**config.mk**
```make
export PLATFORM = sky130hd
export DESIGN_NAME = apb_gpio_edge_irq
export DESIGN_NICKNAME = d
export VERILOG_FILES = /design/src/rtl/apb_gpio_edge_irq.sv
export SDC_FILE = /design/constraint.sdc
export NUM_CORES = 1
export LEC_CHECK = 0
export ABC_AREA = 1
export BUFFER_PORTS_ARGS = -buffer_cell sky130_fd_sc_hd__buf_2
export CAP_MARGIN = 20
export CORE_AREA = 2 2 153 155
export DETAILED_ROUTE_END_ITERATION = 12
export DIE_AREA = 0 0 155 157
export HOLD_SLACK_MARGIN = 0.08
export PLACE_DENSITY = 0.63
export SLEW_MARGIN = 25
export SYNTH_ARGS = -nofsm -noshare
export SYNTH_HDL_FRONTEND = slang
export SYNTH_SLANG_ARGS = --single-unit
```
**constraint.sdc**
```tcl
create_clock -name HCLK -period 3.1 [get_ports HCLK]
set_input_delay 0.31 -clock HCLK [delete_from_list [all_inputs] [get_ports HCLK]]
set_output_delay 0.31 -clock HCLK [all_outputs]
set_load 0.05 [all_outputs]
```
**src/rtl/apb_gpio_edge_irq.sv**
```systemverilog
// APB GPIO edge-detect / interrupt stage: sync, optional debounce, rise/fall
// detection into a W1C pending register, masked level IRQ. Debounce via GPIO_IRQ_DEBOUNCE_EN.
module apb_gpio_edge_irq #(
  parameter int unsigned WIDTH       = 32,
  parameter int unsigned SYNC_STAGES = 2
) (
  input  logic             HCLK,
  input  logic             HRESETn,
  input  logic             PSEL,
  input  logic             PENABLE,
  input  logic [31:0]      PADDR,
  input  logic             PWRITE,
  input  logic [31:0]      PWDATA,
  output logic [31:0]      PRDATA,
  output logic             PREADY,
  input  logic [WIDTH-1:0] GPIO_DI,
  input  logic [WIDTH-1:0] GPIO_INEN,
  output logic             IRQ
);

  typedef enum logic [2:0] {
    REG_IN    = 3'd0,
    REG_RISE  = 3'd1,
    REG_FALL  = 3'd2,
    REG_PEND  = 3'd3,
    REG_IE    = 3'd4,
    REG_DBDIV = 3'd5
  } reg_sel_e;

  logic [2:0]       reg_sel;
  logic             wr_en;
  logic [WIDTH-1:0] wdat;

  logic [WIDTH-1:0] sync_q [SYNC_STAGES];
  logic [WIDTH-1:0] filt;
  logic [WIDTH-1:0] prev;
  logic [WIDTH-1:0] rise_en;
  logic [WIDTH-1:0] fall_en;
  logic [WIDTH-1:0] pend;
  logic [WIDTH-1:0] ie;
  logic [WIDTH-1:0] rise;
  logic [WIDTH-1:0] fall;
  logic [WIDTH-1:0] pend_set;
  logic [WIDTH-1:0] pend_clr;
  logic [WIDTH-1:0] rd_pins;
  logic [31:0]      rd_word;
  logic             unused_bits;

  assign reg_sel     = PADDR[4:2];
  assign wr_en       = PSEL & PENABLE & PWRITE;
  assign wdat        = PWDATA[WIDTH-1:0];
  assign PREADY      = 1'b1;
  assign unused_bits = ^{PADDR[31:5], PADDR[1:0], PWDATA};

  always_ff @(posedge HCLK or negedge HRESETn) begin
    if (!HRESETn) begin
      for (int unsigned s = 0; s < SYNC_STAGES; s++) sync_q[s] <= '0;
    end else begin
      sync_q[0] <= GPIO_DI;
      for (int unsigned s = 1; s < SYNC_STAGES; s++) sync_q[s] <= sync_q[s-1];
    end
  end

`ifdef GPIO_IRQ_DEBOUNCE_EN
  logic [15:0]      dbdiv;
  logic [15:0]      presc;
  logic             tick;
  logic [WIDTH-1:0] samp [3];
  logic [WIDTH-1:0] all_hi;
  logic [WIDTH-1:0] all_lo;

  assign tick   = (presc == dbdiv);
  assign all_hi = samp[0] & samp[1] & samp[2];
  assign all_lo = ~(samp[0] | samp[1] | samp[2]);

  always_ff @(posedge HCLK or negedge HRESETn) begin
    if (!HRESETn) begin
      dbdiv <= '0;
      presc <= '0;
      filt  <= '0;
      for (int unsigned k = 0; k < 3; k++) samp[k] <= '0;
    end else begin
      if (wr_en && reg_sel == REG_DBDIV) begin
        dbdiv <= PWDATA[15:0];
        presc <= '0;
      end else if (tick) begin
        presc <= '0;
      end else begin
        presc <= presc + 16'd1;
      end
      if (tick) begin
        samp[0] <= sync_q[SYNC_STAGES-1];
        samp[1] <= samp[0];
        samp[2] <= samp[1];
      end
      // filt only moves once three consecutive tick samples agree
      filt <= (filt | all_hi) & ~all_lo;
    end
  end
`else
  assign filt = sync_q[SYNC_STAGES-1];
`endif

  // prev always follows filt, so a masked pin carries no stale history
  assign rise     = filt & ~prev & GPIO_INEN;
  assign fall     = ~filt & prev & GPIO_INEN;
  assign pend_set = (rise & rise_en) | (fall & fall_en);
  assign pend_clr = (wr_en && reg_sel == REG_PEND) ? wdat : '0;

  always_ff @(posedge HCLK or negedge HRESETn) begin
    if (!HRESETn) begin
      prev    <= '0;
      rise_en <= '0;
      fall_en <= '0;
      pend    <= '0;
      ie      <= '0;
      IRQ     <= 1'b0;
    end else begin
      prev <= filt;
      pend <= (pend & ~pend_clr) | pend_set;
      IRQ  <= |(pend & ie);
      if (wr_en) begin
        case (reg_sel)
          REG_RISE: rise_en <= wdat;
          REG_FALL: fall_en <= wdat;
          REG_IE:   ie      <= wdat;
          default:  ;
        endcase
      end
    end
  end

  always_comb begin
    rd_pins = '0;
    rd_word = '0;
    if (PSEL) begin
      case (reg_sel)
        REG_IN:   rd_pins = filt & GPIO_INEN;
        REG_RISE: rd_pins = rise_en;
        REG_FALL: rd_pins = fall_en;
        REG_PEND: rd_pins = pend;
        REG_IE:   rd_pins = ie;
        default:  rd_pins = '0;
      endcase
    end
    rd_word[WIDTH-1:0] = rd_pins;
`ifdef GPIO_IRQ_DEBOUNCE_EN
    if (PSEL && reg_sel == REG_DBDIV) rd_word[15:0] = dbdiv;
`endif
    PRDATA = rd_word;
  end

endmodule
```
==> impl_results.md, run 1 <==
* Status: complete, no violations
* Total congestion overflow at 0
* Io pins at 167
* PwrDens at 650 nW/um^2
* DRT antenna net count at 0
* Sequential share of the synthesized area at 56.3%
* Initial antenna violation count at 0
* Final GP Congestion at 0.788
* Max-slew violations at 0
* Top cell type's share of synthesized area at 56.3%
* Die width at between 150 and 200 um
* Mapped Cells at 1166
* First-pass GRT wire length at about 44000 um
* Unrepaired setup endpoints after global routing: false
* Vias/cell at 5.18
* Share of cells above drive strength 1 at 17.8%
* CP bufs+invs at 4
* DRC at 0
* Crit path kind: in2out
* Crit path cell chain: buf_2 -> inv_6 -> nand3_4 -> buf_4 -> o21ai_0 -> nor2_1 -> nor2_1 -> buf_2
* TritonCTS clock tree: done
* Post-CTS setup buffers at 0
* CP startpoint kind: input port
* Count of buffers from port buffering at 136
* Largest net degree at the start of global routing at 99
* Critical Path RT at 2.79 ns
* Tmin final at roughly 2.4 ns
* Final instance area at around 13000 sq um
* Leakage at 6.29 nW
* Post-cts resize count at 0
* Placed wire-length estimate at 16600 um
* Routed len/inst at between 15 and 20 um
* Slowest stage cell, crit path: nand3_4
* Syn. warnings at 0
* Area Overhead vs Synth at 26.6%
* Delay-heaviest family, CP: buffers and inverters
* Top cells by area, synth: dfrtp_1, nand2_1, nand3_1
* Vias in the first global route at 8248
* Num CTS Buffers at 25
* Critical path arrival at 2.06 ns
* Count of final setup violators at 0
* # rows at 55
* Vias after detailed routing at 8687
* Largest area contributor in the netlist: dfrtp_1
* Final net count at 1507
* Slew HR at 34.4%
* Worst-path maximum fanout at 21
* WL final at approximately 27000 um
* Tcrit/Tclk final at about three quarters
* Syn avg cell area at 8.58 sq um
* Detailed Routing Iterations Pass 1 at 5
* Core Area at 22500 sq um
* HP Class: in2reg
* Initial core utilization at 44.5%
* N_diodes at 0
* Max Clk Rate at approximately 420 MHz
* Crit end category: output pin
* Clock sink count at 225
* Synth cell types at 22
* Global-route usage over all layers at 22.3%
* Die area at 24300 sq um
* Clk_lat worst skew at 0.52 ns
* Cell Area, Placed at 11000 sq um
* VDD IR-drop max at 0.460 mV
* CP peak stage delay at 0.32 ns
* Net Count, Synth at about 1300
* Clock skew at 0.00957 ns
* Root buf cell: clkbuf_16
* Clock tree buffer depth at 3
* Slew at the pin closest to its max-slew limit at 0.983 ns
* Final TNS setup at 0 ns
* Max_cap viols at 0
* H-tree Lvls at 1
* Cell area after synthesis at 10000 sq um
* Initial DRC Count at 706
* Final Hold Viols at 0
* Die Ht at 157 um
* Clock transition at path regs at 0.06 ns
* Seq cells post-synth at 225
## synthesized netlist by cell type
cell / count
buf_1: 1
buf_2: 14
buf_4: 10
buf_6: 9
clkbuf_1: 30
conb_1: 1
dfrtp_1: 225
inv_1: 130
inv_2: 2
inv_6: 1
nand2_1: 277
nand3_1: 130
nand3_2: 1
nand3_4: 1
nand4_1: 96
nand4_2: 1
nor2_1: 107
nor2_2: 1
o21ai_0: 86
o21ai_1: 10
o21ai_2: 32
or2_1: 1
## final cells by class
type,count,area (sq um)
multi-input cells,744,3530
repair buffers,245,1780
flip-flops and latches,225,5630
fillers,2011,9830
clock buffers,33,736
clock inverters,12,126
inverters,133,504
well taps,285,357
## routing by layer
metal	GRT usage (%)	share of wire, %
met1	31.7	46
met2	36.4	46
met3	2.81	5.2
met4	6.08	2.3
met5	0	0
## logic make-up after synthesis
family,count (synthesis),synth area share [%]
AOI/OAI and AO/OA,128,7.60
DFF,225,56.3
other,1,0.0375
and+or+nand+nor,615,27.4
buffers and inverters,197,8.66
## layout by cell type, fill, tap and decap left out, types with 25 or more instances in the layout
cell type / Yosys / final
nand4_1: 96 / 96
dlygate4sd3_1: 0 / 83
o21ai_0: 86 / 86
dfrtp_1: 225 / 225
nand2_1: 277 / 277
nor2_1: 107 / 106
clkbuf_16: 0 / 25
buf_2: 14 / 134
o21ai_2: 32 / 32
nand3_1: 130 / 130
inv_1: 130 / 130
## worst register-to-register path, stage by stage, from the launching register on
cell,delay [ns]
dfrtp_1,0.38
nand2_1,0.07
inv_1,0.05
nand2_1,0.08
nand3_1,0.08
dlygate4sd3_1,0.55
## where the power goes
group	internal [mW]	total, mW	switching, mW
combinational	0.615	1.45	0.831
sequential	3.40	3.74	0.348
clock	1.84	3.04	1.21
total	5.85	8.23	2.38
## flip-flops by register name, summed over array words and instances (netlist names)
name and count:
fall_en 32, filt 32, ie 32, pend 32, prev 32, rise_en 32
sync_q 32, IRQ 1
## path summary, 6_finish.rpt
| check | from | endpoint | slack (ns) | depth (start not counted) |
|---|---|---|---|---|
| worst min register to register | sync_q[45] | filt[13] | 0.35 | 0 |
| worst max-delay path | PADDR[4] | PRDATA[13] | 0.73 | 8 |
| min in group asynchronous | HRESETn | sync_q[35] | 0.40 | 2 |
| worst max register to register | filt[14] | pend[14] | 1.77 | 5 |
| max in group asynchronous | HRESETn | prev[14] | 1.87 | 3 |
| worst min-delay path | GPIO_INEN[1] | pend[1] | 0.09 | 3 |
## what timing repair did
item	in CTS	in global routing
hold buffers	83	0
endpoints found under the hold margin	160	0
setup endpoints to repair	0	0
## metrics by stage
step	cells	util (%)	hold slack, ns	worst slack (ns)	power (mW)
after floorplan	1166	-	0.0144	1.08	4.55
after global placement	1548	48.7	0.332	0.690	4.99
after detailed placement	1548	48.7	0.335	0.655	5.02
after CTS	1676	56.2	0.0808	0.738	8.28
after global routing	1677	56.3	0.0869	0.589	8.67
final	1677	56.3	0.0860	0.730	8.23
Note: power is estimated with default switching activity, not from simulation.
==> run 2: changes to the inputs <==
Settings changed: ABC_AREA 1 to 0, CORE_AREA 2 2 153 155 to 2 2 147 149, DIE_AREA 0 0 155 157 to 0 0 149 151, PLACE_DENSITY 0.63 to 0.67.
Clock period 3.1 ns to 2 ns, I/O delays scaled along.
==> run 2 against run 1 <==
Net effect: power is 54% higher; routed wire length is 6.2% lower; clock power is 55% higher; count of clock-buffer cells in the layout is 4 higher; utilization is 4.7 points higher; first-iteration DRC count is 42% lower; via count is 19% lower; worst setup slack worse by 0.66 ns; synthesized cell count is 39% lower; flip-flop and latch count stayed put; final cell count is 24% lower; area after synthesis is 6.9% lower; critical path type is now reg2out.
==> impl_results.md, run 2 <==
* Clk_lat worst skew at 0.53 ns
* TritonCTS clock tree: done
* Clock transition at path regs at 0.06 ns
* CP peak stage delay at 0.40 ns
* VDD IR-drop max at 0.673 mV
* Initial core utilization at 44.8%
* Clock skew at 0.0223 ns
* Die Ht at 151 um
* Count leader, synth: dfrtp_1
* Global-route usage over all layers at 22.6%
* Reg2reg start: pend[19]
* Crit end category: output pin
* Max_cap viols at 0
* DRC at 0
* Syn. warnings at 0
* Final TNS setup at 0 ns
* Post-synth EDFFs at 0
* Detailed Routing Iterations Pass 1 at 5
* Tmin final at 1.93 ns
* Utilization after layout at 60.9%
* Main combinational cell family by area after synthesis: multiplexers
* Worst setup path startpoint: pend[18]
* Clock tree buffer depth at 3
* Slowest stage cell, crit path: dfrtp_1
* Placed wire-length estimate at 15700 um
* Setup slack after layout at 0.0659 ns
* Initial antenna violation count at 0
* Leakage at 5.51 nW
* Vias after detailed routing at 7039
* Unrepaired setup endpoints after global routing: false
* Largest net degree at the start of global routing at 58
* Seq cells post-synth at 225
* Tcrit/Tclk final at 96.7%
* Cell area after synthesis at 9320 sq um
* Final GP Congestion at ~0.82
* Critical path arrival at 1.73 ns
* H-tree Lvls at 1
* CP startpoint kind: register
* Die area at 22500 sq um
* Hold WS at 0.201 ns
* Cell Area, Placed at ~11000 sq um
* Total congestion overflow at 0
* Max-slew violations at 0
* Synth async-reset ratio at 100%
* Max Clk Rate at 517 MHz
* Critical Path RT at 1.80 ns
* Final Hold Viols at 0
* DRT antenna net count at 0
* Syn avg cell area at between 10 and 15 sq um
* Critical Path Sink: PRDATA[18]
* WL final at 25200 um
* Crit path cell chain: mux2_2 -> a22oi_1 -> a21oi_1 -> buf_2
* Area Overhead vs Synth at 36.2%
* Synth Area in Adders at 0%
* Largest area contributor in the netlist: dfrtp_1
* Share of cells above drive strength 1 at 34.4%
* Num CTS Buffers at 26
* Vias in the first global route at 7167
* Worst-path maximum fanout at 3
* Flop-to-flop setup slack at 0.49 ns
* Final instance area at 12700 sq um
* Net Count, Synth at 849
* Number of fill cells in the layout at about 1700
* Synth Area in XOR/XNOR at 0%
* Synth cell types at 27
* Sequential share of the synthesized area at 60.4%
* Top cells by area, synth: dfrtp_1, mux2_2, a22oi_1
* Count of final setup violators at 0
* Prevailing post-synth register cell: dfrtp_1
* Vias/cell at 5.53
* Share of synthesized area spent on multiplexers at 15.5%
* Core Area at about 21000 sq um
* HP Class: in2async
* Die width at 149 um
* Simple-gate area share of the yosys netlist at 8.38%
* Most frequent cells in the layout: dfrtp_1, buf_2, dlygate4sd3_1
* Reg2reg path depth at 3
* N_diodes at 0
* Status: complete, no violations
* Post-CTS setup buffers at 0
* Io pins at between 150 and 200
* Synth Area in Compound Gates at 13.5%
* Count of buffers from port buffering at 136
* Final net count at 1112
* Reg2reg end: IRQ
* Commonest non-fill, non-tap cell in the layout: dfrtp_1
* Top cell type's share of synthesized area at 60.4%
* First-pass GRT wire length at ~40000 um
* PwrDens at 998 nW/um^2
* Mapped Cells at 716
* Pre-CTS setup slack at ~0.15 ns
* # rows at 53
* Commonest cells in the netlist: dfrtp_1, mux2_2, nand2_1
* Root buf cell: clkbuf_16
* Initial DRC Count at between 400 and 500
* Routed len/inst at 19.8 um
* Clock sink count at 225
* Crit path kind: reg2out
run 2: worst max-delay path, delay by kind of cell, from the launching register on:
| family | cells | cell delay, ns |
|---|---|---|
| flops | 1 | 0.40 |
| compound gates | 2 | 0.29 |
| mux | 1 | 0.27 |
| buf+inv | 1 | 0.24 |
run 2: cells by family after synthesis:
kind of cell,after synthesis
multiplexers,128
buffers and inverters,42
AND/OR/NAND/NOR,142
flip-flops,225
other,1
AO/OA/AOI/OAI,178
run 2: worst min path at each step:
stage	from	end	slack [ns]	cells after the start
3_5_place_dp	HRESETn	prev[30]	0.15	1
2_1_floorplan	HRESETn	IRQ	-0.1	0
5_1_grt	HRESETn	sync_q[62]	0.22	2
4_1_cts	HRESETn	prev[2]	0.21	2
3_3_place_gp	HRESETn	pend[30]	0.15	1
6_report	HRESETn	sync_q[62]	0.20	2
run 2: power breakdown:
part	switching, mW	internal, mW	leakage, nW	total (mW)
Combinational	0.913	1.19	2.40	2.11
Sequential	0.585	5.26	2.68	5.84
Clock	1.84	2.87	0.432	4.71
Total	3.34	9.33	5.51	12.7
run 2: stage by stage:
stage | power, mW | std cells
finish | 12.7 | 1274
CTS | 12.7 | 1274
floorplan | 6.93 | 716
global route | 13.2 | 1274
detailed placement | 7.69 | 1112
global placement | 7.63 | 1112
run 2: routing by layer:
metal,track usage (%),vias to the layer above,wire [um]
met4,8.24,0,724
met3,3.55,49,1320
met2,38.1,212,12300
li1,-,3225,-
met1,29.8,3553,10900
met5,0,-,0
run 2: final cells by class:
type                    instances  area (sq um)  area share, %
clock buffers                  37           752           5.93
clock inverters                11           119          0.937
multi-input cells             449          3610           28.4
flip-flops and latches        225          5630           44.4
well taps                     275           344           2.71
repair buffers                277          2240           17.6
run 2: what timing repair did:
action / 4_1_cts / 5_1_grt
hold buffers: 114 / 0
resized for setup: 0 / 3
endpoints found under the setup margin: 0 / 2
hold endpoints to repair: 343 / 0
